$ cat src/rtl/ltc2333_pkg.sv
// Shared types, constants and helpers for the LTC2333 sequencer.
package ltc2333_pkg;

  typedef enum logic [1:0] {
    S_IDLE,
    S_CONV,
    S_XFER,
    S_WAIT
  } state_t;

  localparam int         FRAME_BITS  = 24;
  localparam int         CTRL_BITS   = 8;
  localparam logic [1:0] CTRL_PREFIX = 2'b10;

  function automatic logic [CTRL_BITS-1:0] ctrl_byte(input logic [2:0] ch,
                                                     input logic [2:0] span);
    return {CTRL_PREFIX, ch, span};
  endfunction

  // Lowest active channel above ch, wrapping; returns ch itself if it is the only one.
  function automatic logic [2:0] next_active(input logic [7:0] mask, input logic [2:0] ch);
    logic [2:0] idx;
    logic [2:0] res;
    logic       found;
    res   = ch;
    found = 1'b0;
    for (int i = 1; i <= 8; i++) begin
      idx = ch + 3'(i);
      if (!found && mask[idx]) begin
        res   = idx;
        found = 1'b1;
      end
    end
    return res;
  endfunction

endpackage

$ cat src/rtl/ltc2333_frame_capture.sv
// SDO deserialiser with a one-entry ready/valid holding register and overrun flag.
module ltc2333_frame_capture
  import ltc2333_pkg::*;
(
  input  logic                  clk,
  input  logic                  aresetn,
  input  logic                  clear,
  input  logic                  sample,
  input  logic                  discard,
  input  logic                  sdo,
  input  logic                  out_ready,
  output logic [FRAME_BITS-1:0] out_data,
  output logic                  out_valid,
  output logic                  overrun
);

  logic [FRAME_BITS-1:0] shift;
  logic [4:0]            bit_cnt;
  logic                  done;

  always_ff @(posedge clk or negedge aresetn) begin
    if (!aresetn) begin
      shift     <= '0;
      bit_cnt   <= '0;
      done      <= 1'b0;
      out_data  <= '0;
      out_valid <= 1'b0;
      overrun   <= 1'b0;
    end else begin
      done <= 1'b0;
      if (sample) begin
        shift <= {shift[FRAME_BITS-2:0], sdo};
        if (bit_cnt == 5'(FRAME_BITS - 1)) begin
          bit_cnt <= '0;
          done    <= !discard;
        end else begin
          bit_cnt <= bit_cnt + 1'b1;
        end
      end
      if (clear) bit_cnt <= '0;

      if (out_valid && out_ready) out_valid <= 1'b0;
      // A completed frame is presented the cycle after its last bit lands in shift.
      if (done) begin
        if (!out_valid || out_ready) begin
          out_data  <= shift;
          out_valid <= 1'b1;
        end else begin
          overrun <= 1'b1;
        end
      end
      if (clear) overrun <= 1'b0;
    end
  end

endmodule

$ cat src/rtl/ltc2333_sequencer.sv
// LTC2333 CNV/SCKI/SDI sequencer; define LTC2333_SDO_CAPTURE_EN to add SDO frame capture.
module ltc2333_sequencer
  import ltc2333_pkg::*;
#(
  parameter int NCHAN           = 8,
  parameter int CLOCK_PERIOD_NS = 20,
  parameter int BUSY_TIME_NS    = 550,
  parameter int BUSY_SIGNAL     = 0,
  parameter int PERIOD_W        = 32
) (
  input  logic                  clk,
  input  logic                  aresetn,
  input  logic [NCHAN-1:0]      cfg_chan_mask,
  input  logic [3*NCHAN-1:0]    cfg_range,
  input  logic [PERIOD_W-1:0]   cfg_period,
  input  logic [15:0]           cfg_n_reads,
  input  logic                  cfg_continuous,
  input  logic                  start,
  input  logic                  stop,
  input  logic                  busy,
  input  logic                  sdo,
  output logic                  cnv,
  output logic                  scki,
  output logic                  sdi,
  output logic [FRAME_BITS-1:0] out_data,
  output logic                  out_valid,
  input  logic                  out_ready,
  output logic                  active,
  output logic                  timing_err,
  output logic                  overrun,
  output logic                  cfg_err
);

  localparam int CONV_CYC = BUSY_TIME_NS / CLOCK_PERIOD_NS + 2;
  localparam int BIT_W    = $clog2(FRAME_BITS * NCHAN + 1);
  localparam int K_W      = $clog2(NCHAN + 1);

  state_t                    state;
  logic [NCHAN-1:0]          mask_l;
  logic [NCHAN-1:0][2:0]     range_l;
  logic [PERIOD_W-1:0]       period_l;
  logic                      cont_l;
  logic [K_W-1:0]            k_l;
  logic [BIT_W-1:0]          bit_last;
  logic [BIT_W-1:0]          bit_cnt;
  logic [2:0]                cur_ch;
  logic [CTRL_BITS-2:0]      sdi_sr;
  logic [16:0]               remaining;
  logic                      prime;
  logic                      stop_pend;
  logic [PERIOD_W-1:0]       cnt;
  logic [1:0]                busy_ff;
  logic                      clk_en;

  logic [K_W-1:0]            k_in;
  logic                      start_ok;
  logic [PERIOD_W:0]         cnt_p1;
  logic                      wait_done;
  logic                      late;
  logic                      conv_done;
  logic [PERIOD_W-1:0]       cnt_inc;
  logic [BIT_W-1:0]          bit_nxt;
  logic                      reload;
  logic [2:0]                first_ch;
  logic [2:0]                nxt_ch;
  logic [2:0]                sel_ch;
  logic [CTRL_BITS-1:0]      ld_byte;

  assign k_in      = K_W'($countones(cfg_chan_mask));
  assign start_ok  = (state == S_IDLE) && start && (k_in != '0) &&
                     (cfg_continuous || (cfg_n_reads != '0));
  assign cnt_p1    = {1'b0, cnt} + 1'b1;
  assign wait_done = cnt_p1 >= {1'b0, period_l};
  assign late      = cnt_p1 > {1'b0, period_l};
  assign conv_done = (BUSY_SIGNAL != 0) ? (!busy_ff[1] && (cnt >= PERIOD_W'(2)))
                                        : (cnt == PERIOD_W'(CONV_CYC - 1));
  assign cnt_inc   = (&cnt) ? cnt : cnt + 1'b1;
  assign bit_nxt   = bit_cnt + 1'b1;
  assign reload    = (bit_nxt[2:0] == 3'd0) && (bit_nxt[BIT_W-1:3] < (BIT_W-3)'(k_l));
  assign first_ch  = next_active(8'(mask_l), 3'(NCHAN - 1));
  assign nxt_ch    = next_active(8'(mask_l), cur_ch);
  assign sel_ch    = (state == S_CONV) ? first_ch : nxt_ch;
  assign ld_byte   = ctrl_byte(sel_ch, range_l[sel_ch]);
  assign scki      = clk_en & ~clk;

  // NOTE: every register here uses <= so all branches see the pre-edge state.
  always_ff @(posedge clk or negedge aresetn) begin
    if (!aresetn) begin
      state      <= S_IDLE;
      active     <= 1'b0;
      cnv        <= 1'b0;
      clk_en     <= 1'b0;
      sdi        <= 1'b0;
      sdi_sr     <= '0;
      timing_err <= 1'b0;
      cfg_err    <= 1'b0;
      mask_l     <= '0;
      range_l    <= '0;
      period_l   <= '0;
      cont_l     <= 1'b0;
      k_l        <= '0;
      bit_last   <= '0;
      bit_cnt    <= '0;
      cur_ch     <= '0;
      remaining  <= '0;
      prime      <= 1'b0;
      stop_pend  <= 1'b0;
      cnt        <= '0;
      busy_ff    <= '0;
    end else begin
      cfg_err <= 1'b0;
      busy_ff <= {busy_ff[0], busy};
      cnt     <= cnt_inc;
      case (state)
        S_IDLE: begin
          if (start_ok) begin
            mask_l     <= cfg_chan_mask;
            range_l    <= cfg_range;
            period_l   <= cfg_period;
            cont_l     <= cfg_continuous;
            k_l        <= k_in;
            bit_last   <= BIT_W'(FRAME_BITS * k_in - 1);
            timing_err <= 1'b0;
            // n_reads+1 conversions, one of which is consumed by this CONV entry.
            remaining  <= {1'b0, cfg_n_reads};
            prime      <= 1'b1;
            stop_pend  <= 1'b0;
            cnt        <= '0;
            cnv        <= 1'b1;
            active     <= 1'b1;
            state      <= S_CONV;
          end else if (start) begin
            cfg_err <= 1'b1;
          end
        end
        S_CONV: begin
          if (stop) stop_pend <= 1'b1;
          if (conv_done) begin
            cnv            <= 1'b0;
            clk_en         <= 1'b1;
            bit_cnt        <= '0;
            cur_ch         <= first_ch;
            {sdi, sdi_sr}  <= ld_byte;
            state          <= S_XFER;
          end
        end
        S_XFER: begin
          if (stop) stop_pend <= 1'b1;
          bit_cnt <= bit_nxt;
          if (bit_cnt == bit_last) begin
            clk_en <= 1'b0;
            sdi    <= 1'b0;
            prime  <= 1'b0;
            state  <= S_WAIT;
          end else if (reload) begin
            cur_ch        <= nxt_ch;
            {sdi, sdi_sr} <= ld_byte;
          end else begin
            {sdi, sdi_sr} <= {sdi_sr, 1'b0};
          end
        end
        S_WAIT: begin
          if (stop) begin
            active <= 1'b0;
            state  <= S_IDLE;
          end else if (wait_done) begin
            if (late) timing_err <= 1'b1;
            if (stop_pend || (!cont_l && remaining == '0)) begin
              active <= 1'b0;
              state  <= S_IDLE;
            end else begin
              cnv   <= 1'b1;
              cnt   <= '0;
              state <= S_CONV;
              if (remaining != '0) remaining <= remaining - 1'b1;
            end
          end
        end
        default: state <= S_IDLE;
      endcase
    end
  end

`ifdef LTC2333_SDO_CAPTURE_EN
  ltc2333_frame_capture u_capture (
    .clk       (clk),
    .aresetn   (aresetn),
    .clear     (start_ok),
    .sample    (state == S_XFER),
    .discard   (prime),
    .sdo       (sdo),
    .out_ready (out_ready),
    .out_data  (out_data),
    .out_valid (out_valid),
    .overrun   (overrun)
  );
`else
  logic unused_capture;
  assign unused_capture = sdo ^ out_ready ^ prime;
  assign out_data  = '0;
  assign out_valid = 1'b0;
  assign overrun   = 1'b0;
`endif

endmodule

$ cat config.mk
export PLATFORM = sky130hd
export DESIGN_NAME = ltc2333_sequencer
export DESIGN_NICKNAME = d
export VERILOG_FILES = /design/src/rtl/ltc2333_pkg.sv /design/src/rtl/ltc2333_frame_capture.sv /design/src/rtl/ltc2333_sequencer.sv
export SDC_FILE = /design/constraint.sdc
export NUM_CORES = 1
export LEC_CHECK = 0
export CAP_MARGIN = 20
export CORE_MARGIN = 8
export CORE_UTILIZATION = 57
export DETAILED_ROUTE_END_ITERATION = 7
export PLACE_DENSITY = 0.91
export SLEW_MARGIN = 0
export SYNTH_ARGS = -nofsm -noshare
export SYNTH_HDL_FRONTEND = slang
export SYNTH_SLANG_ARGS = --single-unit
$ cat constraint.sdc
create_clock -name clk -period 5.1 [get_ports clk]
set_input_delay 0.51 -clock clk [delete_from_list [all_inputs] [get_ports clk]]
set_output_delay 0.51 -clock clk [all_outputs]
set_load 0.01 [all_outputs]
==> results of run 1 <==
-- stage by stage --
stage          cells  instance area, sq um
2_1_floorplan   1105                 10400
3_3_place_gp    1356                 11200
3_5_place_dp    1356                 11200
4_1_cts         1390                 11900
5_1_grt         1390                 11900
6_report        1390                 11900
-- final timing paths --
| kind | slack, ns | to | cells past startpoint |
|---|---|---|---|
| setup / recovery | 0.22 | cnt[28] | 21 |
| hold / removal | 0.09 | mask_l[4] | 1 |
| setup reg to reg | 0.22 | cnt[28] | 21 |
| hold reg to reg | 0.48 | sdi_sr[0] | 2 |
| max in group asynchronous | 3.82 | cnt[13] | 2 |
| min in group clk | 0.48 | sdi_sr[0] | 2 |
-- cells by family (layout without fill, tap and decap cells) --
logic type / Yosys count / count (layout) / share of synthesized area
and+or+nand+nor: 284 / 284 / 0.142
muxes: 124 / 124 / 0.144
buffers and inverters: 180 / 236 / 0.0801
adders and majority gates: 59 / 59 / 0.0756
other: 1 / 26 / 0.000365
AOI/OAI and AO/OA: 230 / 230 / 0.147
DFF: 151 / 151 / 0.368
xor gates and xnor gates: 51 / 51 / 0.0435
-- metal layers --
metal,wire [um],track usage,up-vias
met5,0,0,-
met4,715,0.0985,0
met3,1410,0.0472,64
met2,13000,0.390,313
met1,9420,0.251,4112
li1,-,-,3957
-- cell usage after synthesis, types with 9 or more instances --
| library cell | instances |
|---|---|
| sky130_fd_sc_hd__nand4_1 | 23 |
| sky130_fd_sc_hd__mux4_2 | 9 |
| sky130_fd_sc_hd__nor4_1 | 21 |
| sky130_fd_sc_hd__nand2_1 | 75 |
| sky130_fd_sc_hd__a21oi_1 | 63 |
| sky130_fd_sc_hd__buf_4 | 30 |
| sky130_fd_sc_hd__ha_1 | 54 |
| sky130_fd_sc_hd__xnor2_1 | 25 |
| sky130_fd_sc_hd__a21o_1 | 16 |
| sky130_fd_sc_hd__o21ai_0 | 55 |
| sky130_fd_sc_hd__buf_2 | 9 |
| sky130_fd_sc_hd__nor3_1 | 18 |
| sky130_fd_sc_hd__nor2_1 | 50 |
| sky130_fd_sc_hd__dfrtp_1 | 151 |
| sky130_fd_sc_hd__xor2_1 | 26 |
| sky130_fd_sc_hd__clkbuf_1 | 35 |
| sky130_fd_sc_hd__mux2i_1 | 34 |
| sky130_fd_sc_hd__and3_1 | 10 |
| sky130_fd_sc_hd__nand3_1 | 35 |
| sky130_fd_sc_hd__mux2_2 | 77 |
| sky130_fd_sc_hd__inv_1 | 99 |
| sky130_fd_sc_hd__o22ai_1 | 12 |
-- state kept, by name, summed over array words and instances, names as in the netlist, 2 cells and up --
name	count
bit_last	6
k_l	4
cnt	32
cur_ch	3
range_l	24
remaining	17
period_l	32
mask_l	8
bit_cnt	8
state	2
sdi_sr	7
-- critical path: cells and delay by family (launching register included) --
| family | cells | cell delay [ns] |
|---|---|---|
| buf+inv | 2 | 0.25 |
| flops | 1 | 0.41 |
| fa+ha+maj | 1 | 0.18 |
| compound gates | 9 | 2.19 |
| simple gates | 8 | 1.51 |
| xor+xnor | 1 | 0.23 |
-- final cells by class --
| class | instances | area (sq um) |
|---|---|---|
| clock inverters | 13 | 149 |
| well taps | 229 | 287 |
| flip-flops and latches | 151 | 3780 |
| multi-input cells | 774 | 5770 |
| clock buffers | 22 | 524 |
| repair buffers | 101 | 995 |
| fillers | 1331 | 5970 |
| inverters | 100 | 375 |
-- report_power, final --
part / total (W) / switching (W) / internal (W)
combinational: 0.00432 / 0.00239 / 0.00193
clock: 0.00141 / 0.000555 / 0.000851
sequential: 0.00210 / 0.000440 / 0.00166
-- repair_timing --
item                                    in CTS  in global routing
endpoints found under the setup margin       0                  8
resized for setup                            0                  2
hold buffers                                 0                  0
==> metrics list, run 1 <==
- For this run, the top clock speed supported by timing is 0.205 GHz.
- For this run, the total global-route usage over all layers was measured as 0.220.
- The cell count after synthesis came out at 1080.
* Power per standard cell area: 659 nW/um^2
- STA classifies the critical path endpoint as a register.
- For the finished layout, the period the worst path requires is 4.88 ns.
- Maximum net fanout on the critical path: 32
- Across the run, the number of max-cap violations was 0.
- Hold_ws: 0.0881 ns
- After detailed routing, the average wire length per cell comes to 17.7 um.
- The most critical setup path has its startpoint at cnt[2].
* Leak pwr: 5.56 nW
* I/O Buffers: 90
- For the final routed database, the setup TNS stands at 0 ns.
- The pre-antenna-repair detailed-routing pass consisted of 6 iterations.
- Source of the worst register-to-register timing path: cnt[2]
- Clk Latency, worst-skew pair: 0.54 ns
- Final setup violation count: 0
- Once detail routing completed, the nets flagged for antenna violations numbered 0.
- In the final design database the tool counted 1296 nets.
* Final Wtd Congestion: 0.897
* Number of DRC markers in iteration 0: 787
- After legalization and detailed placement, the total HPWL measured 17.5 mm.
* Fin. max-slew vios: 0
* Initial antenna violation count: 0
- Clock tree from TritonCTS: built
- The largest total area in the synthesized netlist belongs to sky130_fd_sc_hd__dfrtp_1.
- Starting Density: 0.575
* Top library cells by usage in the layout, fill and taps aside: 151 x sky130_fd_sc_hd__dfrtp_1, 99 x sky130_fd_sc_hd__inv_1, 89 x sky130_fd_sc_hd__clkdlybuf4s50_1
* List of cells traversed by the critical path: and3_1 -> and3_1 -> nand2_1 -> nor2_1 -> and2_1 -> nand4_1 -> xor2_1 -> inv_1 -> ha_1 -> a21o_1 -> a21o_1 -> a21o_1 -> a21o_1 -> a211o_1 -> a221oi_1 -> o211a_1 -> o21ai_4 -> a21oi_1 -> nor3_2 -> buf_12 -> nor3_1
- Predominant post-synthesis flop cell: sky130_fd_sc_hd__dfrtp_1
- Power after layout: 0.00782 W
* Synth warnings: 0
- Number of rows in the core area: 49
- After clock tree synthesis, the clock-pin slew on the worst setup and hold paths is 0.06 ns.
* Slew at the pin with the worst max-slew slack: 0.996 ns
- Portion of the post-synthesis area used by sequential elements: 0.368
- Final Hold Fails: 0
* Leading post-synthesis cells by cell area: sky130_fd_sc_hd__dfrtp_1 37%, sky130_fd_sc_hd__mux2_2 8.4%, sky130_fd_sc_hd__ha_1 6.6%
- In this run the post-CTS setup repair buffer count came out at 0.
- Max Clock Skew: 0.00997 ns
- The library cell used most frequently in the layout, excluding fill and tap cells, is sky130_fd_sc_hd__dfrtp_1.
- The die is 150 um tall.
* Highest cell delay on the worst timing path: 0.51 ns
- The worst hold path belongs to the class primary input to async pin.
- Pre-CTS worst setup slack: between 0.015 and 0.02 ns
- Setup slack on the critical path of the routed design comes to between 0.2 and 0.25 ns.
- For the worst setup path, the data arrival time is 5.33 ns.
* Synth async-reset ratio: 1.00
- Using the TritonRoute via totals, the vias-per-cell ratio works out to between 6 and 7.
* Worst VDD drop: roughly 0.00054 V
- In the final layout, the share of cells above drive strength 1 is 0.134.
* Final Routed Wirelength: 24.5 mm
* Die X: 150 um
- The total overflow left after global routing is 0.
- CP max-delay cell: sky130_fd_sc_hd__a221oi_1
- Once layout is complete, the utilization of the core stands at 0.666.
- Slew Limit Headroom: 0.317
* CP required: approximately 5.6 ns
* Cell seen most often among critical-path stages: sky130_fd_sc_hd__a21o_1
- Result of the run: completed
- From synthesis to final layout, the design area changed by 15.7%.
* Cell area after synthesis: 10300 sq um
* Synthesized area per cell: 9.51 sq um
- Entering global routing, the biggest net connects 107 pins.
- During I/O placement, the number of pins put on the boundary was 120.
* Kind of start point of the critical path: register
- In this run the standard cell core region covers roughly 18000 sq um.
- Counting distinct cell types in the post-synthesis netlist gives 80.
* Unrepaired setup endpoints after global routing: no
- The share of synthesized area in the top cell type comes to 0.368.
- The via count of the first global-routing pass came to 8471.
* Worst Setup Path Type: register to register
* Inserted Diodes: 0
- The first global-routing pass estimated 40.3 mm of wire.
* Part of the cycle the worst path needs: 0.956
- The final route contains around 8400 vias.
- Area of the die: 22600 sq um
- Post-route DRC violation count: 0
- Synthesis inferred 151 register bits.
- Number of enable flip-flop cells after synthesis: 0
Power figures use the tool's default switching activity.
==> inputs of run 2 (changes only) <==
--- a/config.mk
+++ b/config.mk
@@ -6,8 +6,10 @@
 export NUM_CORES = 1
 export LEC_CHECK = 0
 export CAP_MARGIN = 20
+export CELL_PAD_IN_SITES_DETAIL_PLACEMENT = 1
+export CELL_PAD_IN_SITES_GLOBAL_PLACEMENT = 2
 export CORE_MARGIN = 8
-export CORE_UTILIZATION = 57
+export CORE_UTILIZATION = 36
 export DETAILED_ROUTE_END_ITERATION = 7
 export PLACE_DENSITY = 0.91
 export SLEW_MARGIN = 0
==> run 2 against run 1 <==
Effect of this change:
- first-iteration DRC count shrank 43%
- combinational power is 3% higher
- clock power about the same
- utilization is 24 points lower
- hold slack improved by 0.40 ns
- power rose by 1.8%
- sequential power hardly changed
- critical path depth is 2 lower
- cell count up 12%
- via count is 1.2% lower
- cell area grew 2.5%
==> metrics list, run 2 (synthesis results as in run 1) <==
- Before antenna repair, the detailed router went through 5 iterations.
- Top library cells by usage in the layout, fill and taps aside: 151 x sky130_fd_sc_hd__dfrtp_1, 99 x sky130_fd_sc_hd__inv_1, 89 x sky130_fd_sc_hd__clkdlybuf4s50_1
- Highest cell delay on the worst timing path: 0.40 ns
- The initialized floorplan defines 62 standard-cell rows.
- I/O Buffers: 90
- The worst-case IR drop observed on VDD is 0.000293 V.
* Clk Latency, worst-skew pair: roughly 0.53 ns
- MaxCap Viol Count: 0
* Power per standard cell area: 655 nW/um^2
* Final setup violation count: 0
- DR WL/cell: 17.7 um
- At the end of routability-driven placement, the weighted congestion stood at 0.817.
- Inserted Diodes: 0
- Detailed placement ended at an HPWL of between 15 and 20 mm.
* Aggregate global-route resource usage: 0.163
- The layout has 3228 filler cells.
- The analysis attributes to cell leakage a power of 5.64 nW.
- Starting Density: 0.362
* Most common cell after layout, fill and taps aside: sky130_fd_sc_hd__dfrtp_1
- Via density per instance: between 5 and 6
- The floorplan step defined a die boundary enclosing 34200 sq um.
- Walking the worst path, the cells encountered are and3_1 -> and3_1 -> nand2_1 -> nor2_1 -> and2_1 -> nand2_1 -> nor2_1 -> and4_1 -> xnor2_1 -> inv_1 -> ha_1 -> nand4_1 -> nor3_2 -> o211ai_1 -> o211a_1 -> o21ai_4 -> nand4_1 -> or3_1 -> a32o_1.
- Hold path startpoint: sdi_sr[6]
- Number of DRC markers in iteration 0: approximately 450
- Entering global routing, the biggest net connects between 60 and 70 pins.
- In the final layout, the share of cells above drive strength 1 is 0.143.
* Slew Limit Headroom: 0.472
- Nets: 1306
* Hold crit path type: register to register
- From bottom edge to top edge, the die measures roughly 180 um.
- Kind of start point of the critical path: register
- The routed layout has between 8000 and 9000 vias.
* Largest registers: cnt x32, period_l x32, range_l x24
* Post-route DRC violation count: 0
- For the final database, setup skew stands at around 0.011 ns.
* Final Critical Period: roughly 4.7 ns
* Part of the cycle the worst path needs: 0.927
- Derived from the worst setup path, the maximum achievable clock frequency is 0.211 GHz.
* Source of the critical timing path: cnt[2]
* CP required: 5.52 ns
- Final Routed Wirelength: about 28 mm
- The number of hold violations in the final report is 0.
- After global routing the overflow that remains totals 0.
- Clock-pin slew was measured on the worst setup and hold paths at 0.07 ns.
* Final WS setup: 0.371 ns
- Total negative slack for setup checks: 0 ns
* IO Count: 120
- Initial antenna violation count: 0
- Along the worst path, the maximum fanout reaches 5.
- Number of global-route vias before repair: 9070
- In this run the critical register-to-register path is launched from cnt[2].
- Unrepaired setup endpoints after global routing: no
- TritonCTS built the clock tree.
- First-pass GRT wire length: 45.4 mm
- The final number of max-transition violations was 0.
- Number of nets still failing antenna checks after routing: 0
- Worst Path Arrival: 5.15 ns
- The worst setup path is of the register to register kind.
- STA classifies the critical path endpoint as a register.
- Die X: 185 um
- Total core area: 28400 sq um
- The run finished with clean final reports.
* Signed area change from the synthesized netlist to the final layout: 18.6%
- For the pin with the worst max-slew slack, the measured transition is around 0.8 ns.
- For this design, the slowest cell found on the critical path is sky130_fd_sc_hd__dfrtp_1.
- Prior to clock tree synthesis, the placed netlist has a worst setup slack of 0.112 ns.
run 2: cell count changes in the layout (fill, tap and decap cells not counted), sizes merged:
cell	change
clkinv	+2
bufinv	-1
clkbuf	+3
buf	+9
dlygate4sd3	+1
inv	+2
clkinvlp	-5
run 2: layout make-up:
| type | count | area [sq um] | area share |
|---|---|---|---|
| Tap cell | 384 | 480 | 0.0395 |
| Sequential cell | 151 | 3780 | 0.310 |
| Multi-Input combinational cell | 774 | 5780 | 0.474 |
| Timing Repair Buffer | 111 | 1080 | 0.0891 |
| Clock inverter | 11 | 113 | 0.00925 |
| Clock buffer | 25 | 566 | 0.0465 |
| Inverter | 100 | 375 | 0.0308 |
run 2: worst max-delay path, delay by kind of cell, from the launching register on:
family | cells | cell delay, ns
AOI/OAI and AO/OA | 4 | 0.85
adders and majority gates | 1 | 0.30
DFF | 1 | 0.40
buffers and inverters | 1 | 0.08
and+or+nand+nor | 12 | 2.81
xor gates and xnor gates | 1 | 0.19
run 2: through the flow:
step	hold slack [ns]	cells	util	area, sq um	total power (W)
after floorplan	0.214	1105	-	10400	0.00542
after global placement	0.468	1519	0.404	11500	0.00638
after detailed placement	0.476	1519	0.404	11500	0.00655
after CTS	0.490	1555	0.428	12100	0.00800
after global routing	0.505	1556	0.429	12200	0.00860
final	0.484	1556	0.429	12200	0.00797
run 2: power by group:
group | internal (W) | switching [W]
clock network | 0.000850 | 0.000568
logic | 0.00198 | 0.00246
registers | 0.00166 | 0.000452
run 2: final timing paths:
kind	end	cells after the start	slack [ns]
worst max-delay path	remaining[14]	19	0.37
worst min-delay path	sdi_sr[6]	2	0.48
worst max register to register	remaining[14]	19	0.37
worst min register to register	sdi_sr[6]	2	0.48
max in group asynchronous	k_l[1]	3	3.48
min in group asynchronous	period_l[16]	2	0.49
run 2: repair_timing:
action                                  4_1_cts  5_1_grt
gates resized for setup                       0        4
endpoints found under the setup margin        0       45
hold endpoints to repair                     50        0
buffers inserted                              0        0
hold buffers                                  1        0
run 2: metal layers:
metal  global-route usage  vias to the layer above  part of all wire
met2                0.300                      138              0.53
met5                    0                        -                 0
li1                     -                     3972                 -
met1                0.192                     4203              0.43
met3               0.0275                       33             0.024
met4               0.0458                        0             0.016
==> inputs of run 3 (changes only) <==
==> constraint.sdc (replaced) <==
create_clock -name clk -period 4.4 [get_ports clk]
set_input_delay 0.44 -clock clk [delete_from_list [all_inputs] [get_ports clk]]
set_output_delay 0.44 -clock clk [all_outputs]
set_load 0.01 [all_outputs]
==> run 3 against run 2 <==
Effect of this change:
- global-route usage grew 0.77 points
- non-clock buffer count increased by 64
- clock power increased by 12%
- clock skew increased by 0.0036 ns
- sequential power up 15%
- critical path type unchanged
==> metrics list, run 3 (synthesis results as in run 1) <==
- For this run, the detailed router's first-pass iteration total came to 4.
* Combinational power share: 0.585
- Detailed placement finished with a half-perimeter wire length of 20.6 mm.
- Design internal power: 0.00548 W
* Number of rows in the core area: between 60 and 70
- The total area inside the core boundary comes to 28400 sq um.
* Clk Latency, worst-skew pair: 0.54 ns
- Power spread over the standard cell area amounts to 754 nW/um^2.
- Hold_ws: around 0.32 ns
- Signed area change from the synthesized netlist to the final layout: 25.2%
* Leak pwr: 6.02 nW
* Hold crit path type: primary input to register
- Area of the die: 34200 sq um
- Number of global-route vias before repair: 9409
- Final Routed Wirelength: 29.7 mm
- TritonCTS built the clock tree.
- Post-route DRC violation count: 0
- Final Critical Period: 4.34 ns
* Clock input transition at the sequential cells of the worst setup and hold paths: 0.06 ns
- In the layout the commonest cells are 150 x sky130_fd_sc_hd__dfrtp_1, 98 x sky130_fd_sc_hd__inv_1, 86 x sky130_fd_sc_hd__clkdlybuf4s50_1.
* Count of placed standard cells including taps: approximately 1600
- STA classifies the critical path startpoint as a register.
- The share of total power dissipated in sequential elements is 0.250.
* Worst VDD drop: 0.000339 V
- Maximum number of pins on one net before global-route repair: 83
- Initial antenna violation count: 0
- Slew Limit Headroom: 0.435
- Part of the cycle the worst path needs: 0.987
- Via density per instance: 5.31
* Die X: 185 um
* WHS Path Cells: 3
- Switching pwr: approximately 0.0042 W
- Before CTS, the worst setup slack after placement is -0.544 ns.
- In this run the tool buffered the top-level ports with 90 buffer cells.
- Data on the critical path arrives at its endpoint at 4.76 ns.
* IO Count: 120
- Overall power consumption after layout is estimated at 0.00969 W.
- Timing would allow up to 0.230 GHz.
* Final setup violation count: 0
- For this run, the number of standard cells in the final layout without fillers is 1620.
- First-pass GRT wire length: 47.6 mm
* Kind of capture point of the worst setup path: register
- Final WS setup: a little under 0.06 ns
- Sw Ratio: 0.435
- In this run the remaining antenna-violating nets after routing total 0.
- Number of DRC markers in iteration 0: approximately 500
* Via count: between 8000 and 9000
- Aggregate global-route resource usage: 0.171
- Number of fillers in the final layout: 3259
- The share of total power dissipated in the clock network is 0.164.
* Worst Setup Path Type: register to register
- Nets: 1370
- Counting cells, the worst reg-to-reg path comes to 21.
- Of all nets on the critical path, the largest fanout is 5.
- In this run the critical register-to-register path is launched from cnt[3].
* Unrepaired setup endpoints after global routing: yes
* Inserted Diodes: 0
* MaxCap Viol Count: 0
- The worst register-to-register path ends at remaining[14].
- The worst hold path begins at cfg_chan_mask[1].
* Result of the run: completed
- Largest registers: cnt x32, period_l x32, range_l x24
- Worst hold path endpoint: mask_l[1]
* Final Wtd Congestion: ~0.80
- For this configuration, the core starts out at a cell density of 0.362.
* Share of cells above drive strength 1: 0.207
- Grt ovf: 0
- CP required: 4.82 ns
- Fin. max-slew vios: 0
- Final Hold Fails: 0
* R2R Setup Slk: 0.06 ns
* Most common cell after layout, fill and taps aside: sky130_fd_sc_hd__dfrtp_1
- Slew at the pin with the worst max-slew slack: 0.846 ns
- In the final routed layout, each cell accounts on average for 18.3 um.
* Max Clock Skew: 0.0145 ns
* Die outline height: 185 um
## run 3: worst max path at each step
| stage | start | to | slack, ns | depth (start not counted) |
|---|---|---|---|---|
| after global routing | cnt[3] | remaining[14] | -0.14 | 21 |
| after global placement | cfg_chan_mask[0] | bit_last[7] | -0.42 | 15 |
| final | cnt[3] | remaining[14] | 0.06 | 21 |
| after CTS | cnt[3] | cnt[28] | 0.0002 | 22 |
| after detailed placement | cfg_chan_mask[0] | bit_last[7] | -0.54 | 15 |
| after floorplan | cur_ch[0] | sdi_sr[2] | 0.09 | 19 |
## run 3: power by group through the flow
stage	logic, W	registers, W	clock network [W]
after floorplan	0.00404	0.00223	0.0000102
after global placement	0.00516	0.00240	0.0000293
after detailed placement	0.00534	0.00244	0.0000293
after CTS	0.00541	0.00242	0.00163
after global routing	0.00628	0.00251	0.00169
final	0.00567	0.00243	0.00159
## run 3: metrics by stage
stage | instance area (sq um) | utilization | TNS [ns]
final | 12900 | 0.453 | 0
after CTS | 12500 | 0.439 | 0
after detailed placement | 11800 | 0.416 | -51.47
after floorplan | 10400 | - | 0
after global placement | 11800 | 0.416 | -33.27
after global routing | 12900 | 0.453 | -2.31
## run 3: cell type report
| cell class | instances | area (sq um) | share of cell area |
|---|---|---|---|
| multi-input cells | 774 | 5940 | 0.462 |
| flip-flops and latches | 151 | 3780 | 0.294 |
| inverters | 100 | 375 | 0.0292 |
| clock buffers | 26 | 549 | 0.0427 |
| repair buffers | 175 | 1630 | 0.127 |
| well taps | 384 | 480 | 0.0374 |
| clock inverters | 10 | 97.6 | 0.00759 |
## run 3: timing repair
action / in CTS / in global routing
hold buffers: 1 / 0
resized for setup: 2 / 53
buffers inserted: 0 / 15
pin swaps: 0 / 23
gates cloned: 0 / 4
hold endpoints to repair: 44 / 0
endpoints found under the setup margin: 6 / 57
## run 3: routing by layer
| metal | wire [um] | part of all wire | global-route usage | vias up |
|---|---|---|---|---|
| met5 | 0 | 0 | 0 | - |
| met4 | 515 | 0.017 | 0.0451 | 0 |
| met3 | 848 | 0.029 | 0.0332 | 33 |
| met2 | 16000 | 0.54 | 0.313 | 126 |
| met1 | 12300 | 0.42 | 0.200 | 4338 |
| li1 | - | - | - | 4105 |
## run 3: critical path, stage by stage, from the launching register on
cell	delay (ns)
sky130_fd_sc_hd__dfrtp_1	0.38
sky130_fd_sc_hd__and3_4	0.20
sky130_fd_sc_hd__and3_4	0.19
sky130_fd_sc_hd__nand2_1	0.15
sky130_fd_sc_hd__nor2_4	0.15
sky130_fd_sc_hd__and2_4	0.19
sky130_fd_sc_hd__buf_6	0.10
sky130_fd_sc_hd__nand2_4	0.05
sky130_fd_sc_hd__nor2_4	0.10
sky130_fd_sc_hd__and4_4	0.27
sky130_fd_sc_hd__xnor2_4	0.13
sky130_fd_sc_hd__inv_2	0.06
sky130_fd_sc_hd__ha_4	0.26
sky130_fd_sc_hd__nand4_1	0.19
sky130_fd_sc_hd__nor3_2	0.16
sky130_fd_sc_hd__buf_4	0.14
sky130_fd_sc_hd__o211ai_1	0.14
sky130_fd_sc_hd__o211a_4	0.19
sky130_fd_sc_hd__o21ai_4	0.25
sky130_fd_sc_hd__nand4_1	0.22
sky130_fd_sc_hd__or3_1	0.42
sky130_fd_sc_hd__a32o_2	0.27
